--- src/rtl/fpu_issue_arbiter.sv ---
// -----------------------------------------------------------------------------
// fpu_issue_arbiter
//
// Shares one pipelined FPU datapath between two requesters. Operand pairs are
// accepted over valid/ready handshakes, arbitrated round-robin, and at most
// one operation per cycle is issued into the pipeline. The FPU stage registers
// carry no valid/owner information, so a LAT-deep tag pipe tracks which cycles
// hold live results and who issued them; results and error flags are steered
// back to the issuing requester.
//
// Parameters
//   LAT      cycles from fpu_issue to result at the pipeline output (>= 1)
//   MAX_OUT  max outstanding ops per requester (1..15)
//
// Ports
//   clk, nRESET                 clock (rising edge), async active-low reset
//   reqN_valid/_ready           request handshake (ready is combinational)
//   reqN_a, reqN_b              single-precision operands
//   fpu_issue, fpu_a, fpu_b     registered issue strobe and operands to stage 1
//   fpu_result, fpu_error       pipeline output word and its error flag
//   rspN_valid/_data/_error     registered one-cycle response per requester
// -----------------------------------------------------------------------------
module fpu_issue_arbiter #(
    parameter int unsigned LAT     = 3,
    parameter int unsigned MAX_OUT = 4
) (
    input  logic        clk,
    input  logic        nRESET,

    input  logic        req0_valid,
    output logic        req0_ready,
    input  logic [31:0] req0_a,
    input  logic [31:0] req0_b,

    input  logic        req1_valid,
    output logic        req1_ready,
    input  logic [31:0] req1_a,
    input  logic [31:0] req1_b,

    output logic        fpu_issue,
    output logic [31:0] fpu_a,
    output logic [31:0] fpu_b,
    input  logic [31:0] fpu_result,
    input  logic        fpu_error,

    output logic        rsp0_valid,
    output logic [31:0] rsp0_data,
    output logic        rsp0_error,

    output logic        rsp1_valid,
    output logic [31:0] rsp1_data,
    output logic        rsp1_error
);

    localparam int unsigned CNT_W = 4;

    // Outstanding-op counters and the round-robin pointer
    logic [CNT_W-1:0] cnt0, cnt1;
    logic [CNT_W-1:0] cnt0_eff, cnt1_eff;
    logic [CNT_W-1:0] cnt0_nxt, cnt1_nxt;
    logic             ptr;

    // Arbitration terms
    logic elig0, elig1;
    logic winner;
    logic acc0, acc1;

    // Owner of the op currently on fpu_a/fpu_b
    logic issue_owner;

    // Tag pipe: bit [0] is the youngest entry, bit [LAT-1] lines up with fpu_result
    logic [LAT-1:0] tag_v;
    logic [LAT-1:0] tag_o;
    logic           tag_out_v;
    logic           tag_out_o;

    // Eligibility and grant. A response strobe this cycle frees a slot
    // immediately, so the limit is checked against cnt - rsp_valid.
    always_comb begin
        cnt0_eff = cnt0 - CNT_W'(rsp0_valid);
        cnt1_eff = cnt1 - CNT_W'(rsp1_valid);
        elig0    = req0_valid & (cnt0_eff < CNT_W'(MAX_OUT));
        elig1    = req1_valid & (cnt1_eff < CNT_W'(MAX_OUT));

        winner = 1'b0;
        if (elig0 && elig1) begin
            winner = ptr;
        end else if (elig1) begin
            winner = 1'b1;
        end

        // Ready is forced low while reset is asserted
        req0_ready = nRESET & elig0 & ~winner;
        req1_ready = nRESET & elig1 & winner;

        acc0 = req0_valid & req0_ready;
        acc1 = req1_valid & req1_ready;
    end

    // Counter next state: accept and response in the same cycle cancel out
    always_comb begin
        cnt0_nxt = cnt0 + CNT_W'(acc0) - CNT_W'(rsp0_valid);
        cnt1_nxt = cnt1 + CNT_W'(acc1) - CNT_W'(rsp1_valid);
    end

    always_ff @(posedge clk or negedge nRESET) begin
        if (!nRESET) begin
            cnt0 <= '0;
            cnt1 <= '0;
        end else begin
            cnt0 <= cnt0_nxt;
            cnt1 <= cnt1_nxt;
        end
    end

    // Issue register: operands hold when nothing is accepted
    always_ff @(posedge clk or negedge nRESET) begin
        if (!nRESET) begin
            fpu_issue   <= 1'b0;
            fpu_a       <= '0;
            fpu_b       <= '0;
            issue_owner <= 1'b0;
            ptr         <= 1'b0;
        end else if (acc0) begin
            fpu_issue   <= 1'b1;
            fpu_a       <= req0_a;
            fpu_b       <= req0_b;
            issue_owner <= 1'b0;
            ptr         <= 1'b1;
        end else if (acc1) begin
            fpu_issue   <= 1'b1;
            fpu_a       <= req1_a;
            fpu_b       <= req1_b;
            issue_owner <= 1'b1;
            ptr         <= 1'b0;
        end else begin
            fpu_issue   <= 1'b0;
        end
    end

    // Tag pipe shifts every cycle; the FPU never stalls. Clearing it on reset
    // drops any ops still inside the datapath.
    always_ff @(posedge clk or negedge nRESET) begin
        if (!nRESET) begin
            tag_v <= '0;
            tag_o <= '0;
        end else begin
            tag_v <= LAT'({tag_v, fpu_issue});
            tag_o <= LAT'({tag_o, issue_owner});
        end
    end

    always_comb begin
        tag_out_v = tag_v[LAT-1];
        tag_out_o = tag_o[LAT-1];
    end

    // Response steering: owner gets a one-cycle strobe, the other side's
    // data word is left untouched.
    always_ff @(posedge clk or negedge nRESET) begin
        if (!nRESET) begin
            rsp0_valid <= 1'b0;
            rsp0_data  <= '0;
            rsp0_error <= 1'b0;
            rsp1_valid <= 1'b0;
            rsp1_data  <= '0;
            rsp1_error <= 1'b0;
        end else begin
            rsp0_valid <= tag_out_v & ~tag_out_o;
            rsp1_valid <= tag_out_v &  tag_out_o;
            rsp0_error <= tag_out_v & ~tag_out_o & fpu_error;
            rsp1_error <= tag_out_v &  tag_out_o & fpu_error;
            if (tag_out_v && !tag_out_o) begin
                rsp0_data <= fpu_result;
            end
            if (tag_out_v && tag_out_o) begin
                rsp1_data <= fpu_result;
            end
        end
    end

    // Counter sanity: bounded by MAX_OUT, no response without an outstanding op
    always @(posedge clk) begin
        if (nRESET) begin
            assert (cnt0 <= CNT_W'(MAX_OUT));
            assert (cnt1 <= CNT_W'(MAX_OUT));
            assert (!(rsp0_valid && (cnt0 == '0)));
            assert (!(rsp1_valid && (cnt1 == '0)));
        end
    end

endmodule

--- config.mk ---
export PLATFORM = sky130hd
export DESIGN_NAME = fpu_issue_arbiter
export DESIGN_NICKNAME = d
export VERILOG_FILES = /design/src/rtl/fpu_issue_arbiter.sv
export SDC_FILE = /design/constraint.sdc
export NUM_CORES = 1
export LEC_CHECK = 0
export CORE_ASPECT_RATIO = 1.4
export CORE_MARGIN = 4
export CORE_UTILIZATION = 45
export CTS_BUF_LIST = sky130_fd_sc_hd__clkbuf_8
export DETAILED_ROUTE_END_ITERATION = 12
export PLACE_DENSITY_LB_ADDON = 0.08
export SLEW_MARGIN = 20
export SYNTH_ARGS = -nofsm -noshare
export SYNTH_HDL_FRONTEND = slang
export SYNTH_SLANG_ARGS = --single-unit
--- constraint.sdc ---
create_clock -name clk -period 6.7 [get_ports clk]
set_input_delay 0.67 -clock clk [delete_from_list [all_inputs] [get_ports clk]]
set_output_delay 0.67 -clock clk [all_outputs]
set_load 0.02 [all_outputs]
# Yosys cells after proc, flatten, opt, wreduce, memory -nomap -nowiden
# Cells that the tools add are included.
[word_totals]
output_inout_bits = 135
elab_cells = 54
reg_bits = 149
in_bits = 165
[op_classes]
add_sub_neg = 6
bitwise_logic = 14
n_mux = 12
order_cmp = 2
reduce_logical = 5
[ops]
columns = ["op", "n"]
rows = [
  ["two-way mux 32 bit", 4],
  ["subtractor 4 x 1 -> 4 bit", 4],
  ["bitwise AND 1 bit", 12],
  ["adder 4 x 1 -> 4 bit", 2],
  ["less-than comparator 4 x 3 -> 1 bit, second input constant", 2],
  ["two-way mux 1 bit", 8],
  ["logical AND 1 bit", 3],
  ["NOT 1 bit", 2],
  ["nonzero test 2 bit", 1],
  ["zero test 1 bit", 1],
]

# Depth between registers and ports, before layout
# Gate-level depths: netlist of run 1.
[logic_depth]
depth_word = 10
depth_mapped = 17
ltp_nobuf = 15

# Worst setup path before layout of run 1
# Ideal clock, no wire load.
[synth_timing]
path_kind = "reg2reg"
start = "register cnt1[1]"
end = "register cnt0[2]"
path_buffers = 1
path_stages_with_launch = 15
t_arrival_ns = 2.700
setup_slack_ns = 3.877
t_required_ns = 6.577
synth_period_minus_slack_ns = 2.823
setup_ns = 0.123
path_cell_list = "dfrtp_1 inv_1 ha_1 inv_1 a211o_1 and3_1 a31oi_4 buf_2 inv_1 ha_1 inv_1 ha_1 inv_1 fa_1 xor2_1"
[synth_between]
elab_chain_len = 10
word_cells_on_any_way = 11
classes_between = "add/sub: 3; order compare: 1; mux: 2; bitwise: 4; reduce/logical: 1"
[synth_lines]
columns = ["item", "line_no", "source"]
rows = [
  ["start: declaration", "58", "logic [CNT_W-1:0] cnt0, cnt1;"],
  ["start signal: assignment", "112", "cnt1 <= cnt1_nxt;"],
  ["subtractor 4 x 1 -> 4 bit (*)", "81", "cnt1_eff = cnt1 - CNT_W'(rsp1_valid);"],
  ["less-than comparator 4 x 3 -> 1 bit (*)", "83", "elig1 = req1_valid & (cnt1_eff < CNT_W'(MAX_OUT));"],
  ["bitwise AND 1 bit (*)", "83", ""],
  ["two-way mux 1 bit or logical AND 1 bit (tied branches)", "88, 86", ""],
  ["two-way mux 1 bit (*)", "86", "if (elig0 && elig1) begin"],
  ["NOT 1 bit (*)", "93", "req0_ready = nRESET & elig0 & ~winner;"],
  ["bitwise AND 1 bit (*)", "93", ""],
  ["named net req0_ready", "31", "output logic req0_ready,"],
  ["bitwise AND 1 bit (*)", "96", "acc0 = req0_valid & req0_ready;"],
  ["adder 4 x 1 -> 4 bit (*)", "102", "cnt0_nxt = cnt0 + CNT_W'(acc0) - CNT_W'(rsp0_valid);"],
  ["subtractor 4 x 1 -> 4 bit (*)", "102", ""],
  ["named net cnt0_nxt[2]", "60", "logic [CNT_W-1:0] cnt0_nxt, cnt1_nxt;"],
  ["end signal: assignment", "111", "cnt0 <= cnt0_nxt;"],
  ["end: declaration", "58", ""],
]
# The timed path passes the listed nets; every way through them passes the cells marked *.
# A chain may end at the register's enable or synchronous reset.

# Worst setup path in the final report of run 1
[layout_timing]
start = "register cnt1[1]"
end = "output req0_ready"
[layout_between]
elab_chain_len = 7
word_cells_on_any_way = 8
classes_between = "add/sub: 1; order compare: 1; mux: 2; bitwise: 3; reduce/logical: 1"
[layout_lines]
columns = ["item", "line_no"]
rows = [
  ["subtractor 4 x 1 -> 4 bit (*)", "81"],
  ["less-than comparator 4 x 3 -> 1 bit (*)", "83"],
  ["bitwise AND 1 bit (*)", "83"],
  ["two-way mux 1 bit or logical AND 1 bit (tied branches)", "88, 86"],
  ["two-way mux 1 bit (*)", "86"],
  ["NOT 1 bit (*)", "93"],
  ["bitwise AND 1 bit (*)", "93"],
  ["end: declaration", "31"],
]
# Mark *: on every way between the ends. The rest lies on a longest branch, timed or not.

==> out/metrics.csv, run 1 <==
metric;value;unit
synthXorXnorAreaFrac;0.01122;
synth-compound-area-share;0.1056;
synth_nets;633;
hold_class;in -> async;
fin_crit;4002;ps
track_usage;0.2448;
post_cts_buffers;0;
fin_nets;926;
die_y;147.4;um
setup_viol;0;
peakVddDrop;0.2657;mV
required;6030;ps
gp_congestion;0.8180;
layout_setup_ws;2698;ps
p_leak;4.146;nW
drv_slew;0;
wirelength;19010;um
cts_tree;done;
num_rows;50;
clk_pin_slew_worst_paths;80;ps
antenna_found_initial;2;
synth_top_family_by_area;multiplexers;
netlist.area_leader.share;0.5972;
final_common_cell;clkdlybuf4s50_1;
ys_types;32;
preCtsSetupSlack;2688;ps
synth_area_leader_cell;dfrtp_1;
status;finished clean;
syn_inst;454;
viasPerCell;5.179;
grt_max_degree;80;
die_area;15850;um2
finalSetupTns;0;ps
critPathKind;reg -> out;
drc_errors;0;
area_growth;57.27;%
drive_above_1_share;0.1408;
clock_skew;11.95;ps
via_count;4889;
grt_pass1_vias;5422;
core_region_area;13510;um2
h-tree-depth;4;
relSlewSlack;0.3199;
clkSinkCount;149;
cp_max_fo;32;
wl_per_cell;20.14;um
drv_cap;0;
grt_overflow_total;0;
synth_warnings;0;
numCtsBuffers;17;
io-pin-count;300;
initialDrtViolationCount;185;
synthSimpleGateAreaFrac;0.07976;
cts-hold-fix-buffers;0;
worst_pin_slew;1020;ps
fmax;249.9;MHz
r2r_start;cnt1[1];
final_antenna_net_count;0;
portBuffers;299;
crit_path_start;cnt1[1];
seq_area_frac_synth;0.5972;
num-fill-cells;969;
finalHoldViolations;0;
dr.pass1.iters;4;
cts_resized;0;
final_cell_mix;clkdlybuf4s50_1 (298), dfrtp_1 (149), mux2_2 (64);
fp.dieW;107.6;um
dp_hpwl;14160;um
cp-end-kind;output pin;
finalCritPeriodShare;0.5974;
insertion_delay;450;ps
post_synth_mux_area_share;0.1379;
power_density;494.7;nW/um2
yosys_register_bits;149;
clock_path_buffers;2;
grt_setup_unrepaired;false;
cp.arrival;3330;ps
grt_pass1_wl;29880;um
synth_area;6243;um2
synthAdderAreaFrac;0.03046;
crit_path_start_kind;register;
whs;243.0;ps
initial_utilization;0.4620;
synth.top_cells.by_area;dfrtp_1 (60%), mux2_2 (12%), a221o_1 (8.2%);
postSynthAreaPerCell;13.75;um2
clk_root_buffer_cell;clkbuf_8;
-- stage by stage --
stage	utilization	area [um2]	std cells	total power, mW
2_1_floorplan	-	6243	454	2.908
3_3_place_gp	0.6906	9333	910	3.985
3_5_place_dp	0.6911	9339	910	4.078
4_1_cts	0.7258	9808	942	4.904
5_1_grt	0.7267	9819	944	5.148
6_report	0.7267	9819	944	4.857
-- critical path, cell delays in order (launching register included) --
cell and delay (ps):
dfrtp_1 450, inv_1 140, ha_1 180, inv_1 40, a211o_1 280, and3_1 180, a31oi_4 830, clkdlybuf4s50_1 780
-- registers in the layout, indices dropped and copies added, names as in the netlist, 3 cells and up --
signal / cells
rsp1_data: 32
tag_o: 3
fpu_a: 32
tag_v: 3
fpu_b: 32
cnt0: 4
cnt1: 4
rsp0_data: 32
-- area by class of cell --
cell class,instances,area [um2],share of cell area
Sequential cell,149,3729,0.3797
Timing Repair Buffer,302,3017,0.3072
Antenna cell,2,5.005,0.0005097
Tap cell,182,227.7,0.02319
Clock inverter,14,221.5,0.02255
Inverter,19,71.32,0.007263
Clock buffer,18,247.7,0.02523
Multi-Input combinational cell,258,2301,0.2343
-- synth_stat cells, drive strengths merged --
library cell and n:
nor2 5, nand2b 2, a21o 2, o21a 1, buf 21, fa 2
nand4 2, a221o 51, a21oi 2, ha 12, xor2 2, inv 19
clkbuf 7, nand2 15, xnor2 6, a31oi 3, nor3b 2, mux2 64
a211o 2, o21ai 13, dfrtp 149, nand4b 1, nor2b 3, mux2i 14
and2 52, and3 2
-- where the power goes --
part           internal (mW)  switching [mW]
Sequential              1.34           0.265
Combinational           1.27            1.16
Clock                  0.458           0.355
Total                   3.07            1.78
-- routing by layer --
| layer | global-route usage | part of all wire | up-vias |
|---|---|---|---|
| met2 | 0.4253 | 0.52 | 218 |
| met3 | 0.07034 | 0.076 | 27 |
| met1 | 0.2860 | 0.38 | 2433 |
| met5 | 0 | 0 | - |
| li1 | - | - | 2211 |
| met4 | 0.08907 | 0.024 | 0 |
-- logic make-up after synthesis --
family	after synthesis
adders and majority gates	14
xor gates and xnor gates	8
DFF	149
and+or+nand+nor	84
muxes	78
AOI/OAI and AO/OA	74
buffers and inverters	47
-- path summary, 6_finish.rpt --
check	cells past startpoint	end	slack, ps
setup / recovery	7	req0_ready	2700
hold / removal	1	rsp1_data[4]	240
setup reg to reg	13	cnt0[2]	3280
hold reg to reg	0	tag_v[2]	350
max in group asynchronous	2	cnt1[2]	5060
min in group clk	0	tag_v[2]	350
No activity file was read; power rests on OpenSTA's default activity.
==> run 2, diff against run 1 <==
--- a/config.mk
+++ b/config.mk
@@ -7,7 +7,7 @@
 export LEC_CHECK = 0
 export CORE_ASPECT_RATIO = 1.4
 export CORE_MARGIN = 4
-export CORE_UTILIZATION = 45
+export CORE_UTILIZATION = 38
 export CTS_BUF_LIST = sky130_fd_sc_hd__clkbuf_8
 export DETAILED_ROUTE_END_ITERATION = 12
 export PLACE_DENSITY_LB_ADDON = 0.08
==> constraint.sdc (replaced) <==
create_clock -name clk -period 3.3 [get_ports clk]
set_input_delay 0.33 -clock clk [delete_from_list [all_inputs] [get_ports clk]]
set_output_delay 0.33 -clock clk [all_outputs]
set_load 0.02 [all_outputs]
==> run 2 against run 1 <==
Compared with the run above:
- worst hold slack gained 93 ps
- sequential share of layout area is 0.073 points higher
- critical path type unchanged
- sequential power up 100%
- highest routed layer unchanged
==> out/metrics.csv, run 2 (synthesized netlist as in run 1, its figures left out) <==
metric;value;unit;change
final_common_cell;clkdlybuf4s50_1;;
clock_path_buffers;2;;unchanged
preCtsSetupSlack;465.8;ps;-2222 ps
grt_max_degree;67;;-16%
final_cell_mix;clkdlybuf4s50_1 (298), dfrtp_1 (149), mux2_2 (64);;
crit_path_start_kind;register;;
fmax;333.2;MHz;
reg2reg_depth;14;;+1
fp.dieW;116.3;um;+8.2%
crit_buf_inv;2;;-1
finalHoldViolations;0;;unchanged
gp_congestion;0.8018;;-2.0%
num_rows;55;;+10%
clk_pin_slew_worst_paths;90;ps;about the same
cts_resized;0;;unchanged
cp_max_fo;8;;-75%
peakVddDrop;0.5219;mV;+96%
drv_cap;0;;unchanged
drv_slew;0;;unchanged
crit_end;req1_ready;;
fin_crit;3001;ps;
diodes;0;;-2
initialDrtViolationCount;259;;+40%
grt_pass1_vias;5321;;-1.9%
status;finished clean;;
initial_utilization;0.3861;;-0.07596
rr_endpoint;cnt1[2];;
finalPower;9.559;mW;+97%
dr.pass1.iters;4;;unchanged
relSlewSlack;0.3352;;+0.01529
crit_chain;inv_1 > ha_1 > nor2b_1 > a31oi_1 > nand4_1 > nor2_1 > o21a_2 > clkdlybuf4s50_1;;
h-tree-depth;4;;unchanged
dp_hpwl;14020;um;-0.98%
insertion_delay;430;ps;-20 ps
post_cts_buffers;0;;unchanged
place_area;9404;um2;+0.70%
cp_slowest_cell;clkdlybuf4s50_1;;
hold_class;in -> async;;
cp-end-kind;output pin;;
cts_tree;done;;
via_count;4866;;-0.47%
drive_above_1_share;0.1462;;+0.005425
fin_nets;932;;+0.65%
area_growth;56.97;%;
setup_viol;0;;unchanged
fin_area;9801;um2;-0.19%
grt_setup_unrepaired;false;;
crit_path_start;cnt1[1];;
wl_per_cell;19.28;um;-4.3%
track_usage;0.1992;;-0.04559
required;2970;ps;-3060 ps
wirelength;18600;um;-2.1%
clock_skew;20.12;ps;+8.171 ps
cpPeakStageDelay;660;ps;-170 ps
worst_pin_slew;995.1;ps;-25.05 ps
core_region_area;16170;um2;+20%
power_density;975.3;nW/um2;+97%
final_antenna_net_count;0;;unchanged
viasPerCell;5.042;;-2.6%
drc_errors;0;;unchanged
r2r_start;cnt1[1];;
p_leak;4.148;nW;about the same
critPathKind;reg -> out;;
io-pin-count;300;;unchanged
finalSetupTns;0;ps;unchanged
crit_cells;8;;+1
clk_root_buffer_cell;clkbuf_8;;
cp.arrival;2670;ps;-660 ps
clkSinkCount;149;;unchanged
layout_setup_ws;298.7;ps;-2399 ps
reg2reg_slack;460;ps;-2820 ps
grt_overflow_total;0;;unchanged
portBuffers;299;;unchanged
antenna_found_initial;0;;-2
die_area;18570;um2;+17%
finalCritPeriodShare;0.9095;;
critPathTopFamily;buffers and inverters;;
numCtsBuffers;17;;unchanged
grt_pass1_wl;28770;um;-3.7%
die_y;159.7;um;+8.3%
## run 2: cell count changes in the layout (fill, tap and decap cells not counted), sizes merged
cell	before	now
clkinvlp	3	2
buf	4	9
bufinv	5	1
clkinv	2	4
diode	2	0
inv	23	26
dlygate4sd3	0	1
## run 2: through the flow
step / instances / util / hold WS (ps)
floorplan: 454 / - / 34.41
global placement: 932 / 0.5815 / 224.6
detailed placement: 932 / 0.5815 / 227.6
CTS: 965 / 0.6060 / 309.9
global route: 965 / 0.6060 / 327.6
finish: 965 / 0.6060 / 335.9
## run 2: cell type report
cell class | instances | area, um2
Inverter | 19 | 71.32
Multi-Input combinational cell | 258 | 2288
Clock buffer | 18 | 247.7
Sequential cell | 149 | 3729
Timing Repair Buffer | 308 | 3077
Fill cell | 1292 | 6371
Tap cell | 199 | 249.0
Clock inverter | 14 | 138.9
## run 2: how the worst min path moves through the flow
stage                        end  cells past startpoint  startpoint  slack [ps]
global placement    rsp1_data[8]                      1      nRESET         220
detailed placement  rsp0_data[8]                      1      nRESET         230
global route        rsp1_data[7]                      2      nRESET         330
CTS                 rsp0_data[8]                      2      nRESET         310
finish              rsp1_data[8]                      2      nRESET         340
floorplan                cnt0[0]                      0      nRESET          30
## run 2: timing repair
item / CTS / global route
setup endpoints to repair: 0 / 0
hold buffers: 1 / 0
endpoints found under the hold margin: 30 / 0
## run 2: power breakdown
part	switching (mW)	total [mW]	internal [mW]
Sequential	0.502	3.23	2.73
Combinational	2.35	4.96	2.61
Clock	0.737	1.38	0.638
## run 2: layer usage
layer / vias to the layer above / wire [um] / global-route usage
met5: - / 0 / 0
met4: 0 / 460 / 0.06702
met3: 23 / 1523 / 0.06255
met2: 218 / 9727 / 0.3523
met1: 2400 / 6893 / 0.2225
li1: 2225 / - / -
==> run 3, diff against run 2 <==
--- a/config.mk
+++ b/config.mk
@@ -5,12 +5,15 @@
 export SDC_FILE = /design/constraint.sdc
 export NUM_CORES = 1
 export LEC_CHECK = 0
+export CAP_MARGIN = 30
 export CORE_ASPECT_RATIO = 1.4
 export CORE_MARGIN = 4
 export CORE_UTILIZATION = 38
 export CTS_BUF_LIST = sky130_fd_sc_hd__clkbuf_8
 export DETAILED_ROUTE_END_ITERATION = 12
+export HOLD_SLACK_MARGIN = 0.1
 export PLACE_DENSITY_LB_ADDON = 0.08
+export SKIP_LAST_GASP = 1
 export SLEW_MARGIN = 20
 export SYNTH_ARGS = -nofsm -noshare
 export SYNTH_HDL_FRONTEND = slang
==> run 3 against run 2 <==
Compared with the run above:
- non-clock buffer count is 1 higher
- core utilization is essentially flat
- sequential share of layout area about the same
- final cell count grew 0.10%
- critical path depth stayed put
- sequential power hardly changed
- first-iteration DRC count shrank 4.6%
- largest power group unchanged
- power decreased by 0.48%
- global-route usage grew 0.22 points
- clock power is 5% lower
- clock skew is 2.4 ps higher
==> out/metrics.csv, run 3 (synthesized netlist as in run 1, its figures left out) <==
metric;value;unit;change
status;finished clean;;
clock_path_buffers;2;;unchanged
critPathTopFamily;buffers and inverters;;
reg2reg_slack;500;ps;+40 ps
critPathKind;reg -> out;;
clock_skew;22.47;ps;+2.354 ps
clk_root_buffer_cell;clkbuf_8;;
wl_per_cell;19.35;um;+0.39%
via_count;4860;;-0.12%
antenna_found_initial;0;;unchanged
met3_length;1344;um;-12%
met2_length;9766;um;+0.40%
grt_setup_unrepaired;false;;
cp-end-kind;output pin;;
die_area;18570;um2;unchanged
die_y;159.7;um;unchanged
cp.arrival;2630;ps;-40 ps
grt_pass1_wl;29080;um;+1.1%
relSlewSlack;0.4576;;+0.1224
dr.pass1.iters;5;;+1
grt_pass1_vias;5405;;+1.6%
peakVddDrop;0.5227;mV;+0.17%
numCtsBuffers;17;;unchanged
wl_met1;7063;um;+2.5%
initial_utilization;0.3861;;unchanged
final_cell_mix;clkdlybuf4s50_1 (298), dfrtp_1 (149), mux2_2 (64);;
cp_slowest_cell;clkdlybuf4s50_1;;
utilization;0.6063;;about the same
finalHoldViolations;0;;unchanged
drv_slew;0;;unchanged
power_density;970.3;nW/um2;-0.52%
num_rows;55;;unchanged
final_antenna_net_count;0;;unchanged
wirelength;18700;um;+0.49%
worst_pin_slew;813.7;ps;-181.4 ps
dp_hpwl;14170;um;+1.1%
diodes;0;;unchanged
cpPeakStageDelay;660;ps;about the same
fp.dieW;116.3;um;unchanged
cp_max_fo;8;;unchanged
drc_errors;0;;unchanged
core_region_area;16170;um2;unchanged
cts-hold-fix-buffers;1;;unchanged
post_cts_buffers;0;;unchanged
drive_above_1_share;0.1473;;+0.001113
hold_class;in -> async;;
grt_overflow_total;0;;unchanged
cts_resized;0;;unchanged
r2r_start;cnt1[1];;
track_usage;0.2014;;+0.002206
cts_tree;done;;
setup_viol;0;;unchanged
fin_nets;933;;+0.11%
portBuffers;299;;unchanged
whs;347.3;ps;+11.43 ps
final_common_cell;clkdlybuf4s50_1;;
reg2reg_depth;14;;unchanged
insertion_delay;430;ps;about the same
dpl.cell_count;933;;+0.11%
gp_congestion;0.8018;;unchanged
crit_chain;inv_1 > ha_1 > nor2b_1 > a31oi_1 > nand4_1 > nor2_1 > o21a_2 > clkdlybuf4s50_1;;
crit_buf_inv;2;;unchanged
required;2970;ps;about the same
finalNonFillerCells;966;;+0.10%
drv_cap;0;;unchanged
routed.top_layer;met4;;
area_growth;57.03;%;about the same
fmax;337.8;MHz;+1.4%
io-pin-count;300;;unchanged
clkSinkCount;149;;unchanged
layout_setup_ws;339.9;ps;+41.16 ps
preCtsSetupSlack;460.4;ps;-5.371 ps
fin_crit;2960;ps;-41.16 ps
initialDrtViolationCount;247;;-4.6%
h-tree-depth;4;;unchanged
rr_endpoint;cnt1[2];;
finalSetupTns;0;ps;unchanged
grt_max_degree;67;;unchanged
finalCritPeriodShare;0.8970;;-0.01247
p_leak;4.148;nW;about the same
viasPerCell;5.031;;-0.23%
num-fill-cells;1344;;+4.0%
clk_pin_slew_worst_paths;90;ps;about the same
crit_path_start_kind;register;;
==> run 3: worst max path at each step <==
stage	endpoint	depth (start not counted)	startpoint
final	req1_ready	8	cnt1[1]
after global routing	req1_ready	8	cnt1[1]
after CTS	req1_ready	7	cnt1[1]
after detailed placement	cnt1[2]	13	cnt1[1]
after global placement	cnt1[2]	13	cnt1[1]
after floorplan	cnt0[2]	14	cnt1[1]
==> run 3: worst register-to-register path, delay by kind of cell, from the launching register on <==
family	cells	cell delay, ps
compound gates	2	440
xor+xnor	1	170
fa+ha+maj	4	1000
buf+inv	4	340
flops	1	450
simple gates	3	350
==> run 3: report_power, final <==
part	internal, mW	switching (mW)
clock	0.561	0.747
combinational	2.62	2.35
sequential	2.73	0.505
==> run 3: per-stage QoR <==
stage | power (mW) | instance area (um2)
2_1_floorplan | 5.905 | 6243
3_3_place_gp | 8.127 | 9404
3_5_place_dp | 8.292 | 9432
4_1_cts | 9.647 | 9804
5_1_grt | 10.11 | 9804
6_report | 9.513 | 9804
==> run 3: cell type report <==
type	count	area, um2	share of cell area
flip-flops and latches	149	3729	0.3803
multi-input cells	258	2288	0.2334
clock inverters	14	115.1	0.01174
inverters	19	71.32	0.007274
repair buffers	309	3104	0.3166
clock buffers	18	247.7	0.02527
well taps	199	249.0	0.02540
==> run 3: per-layer routing <==
| layer | up-vias | track usage |
|---|---|---|
| met5 | - | 0 |
| met4 | 0 | 0.07124 |
| met3 | 26 | 0.06065 |
| met2 | 212 | 0.3471 |
| met1 | 2399 | 0.2337 |
| li1 | 2223 | - |
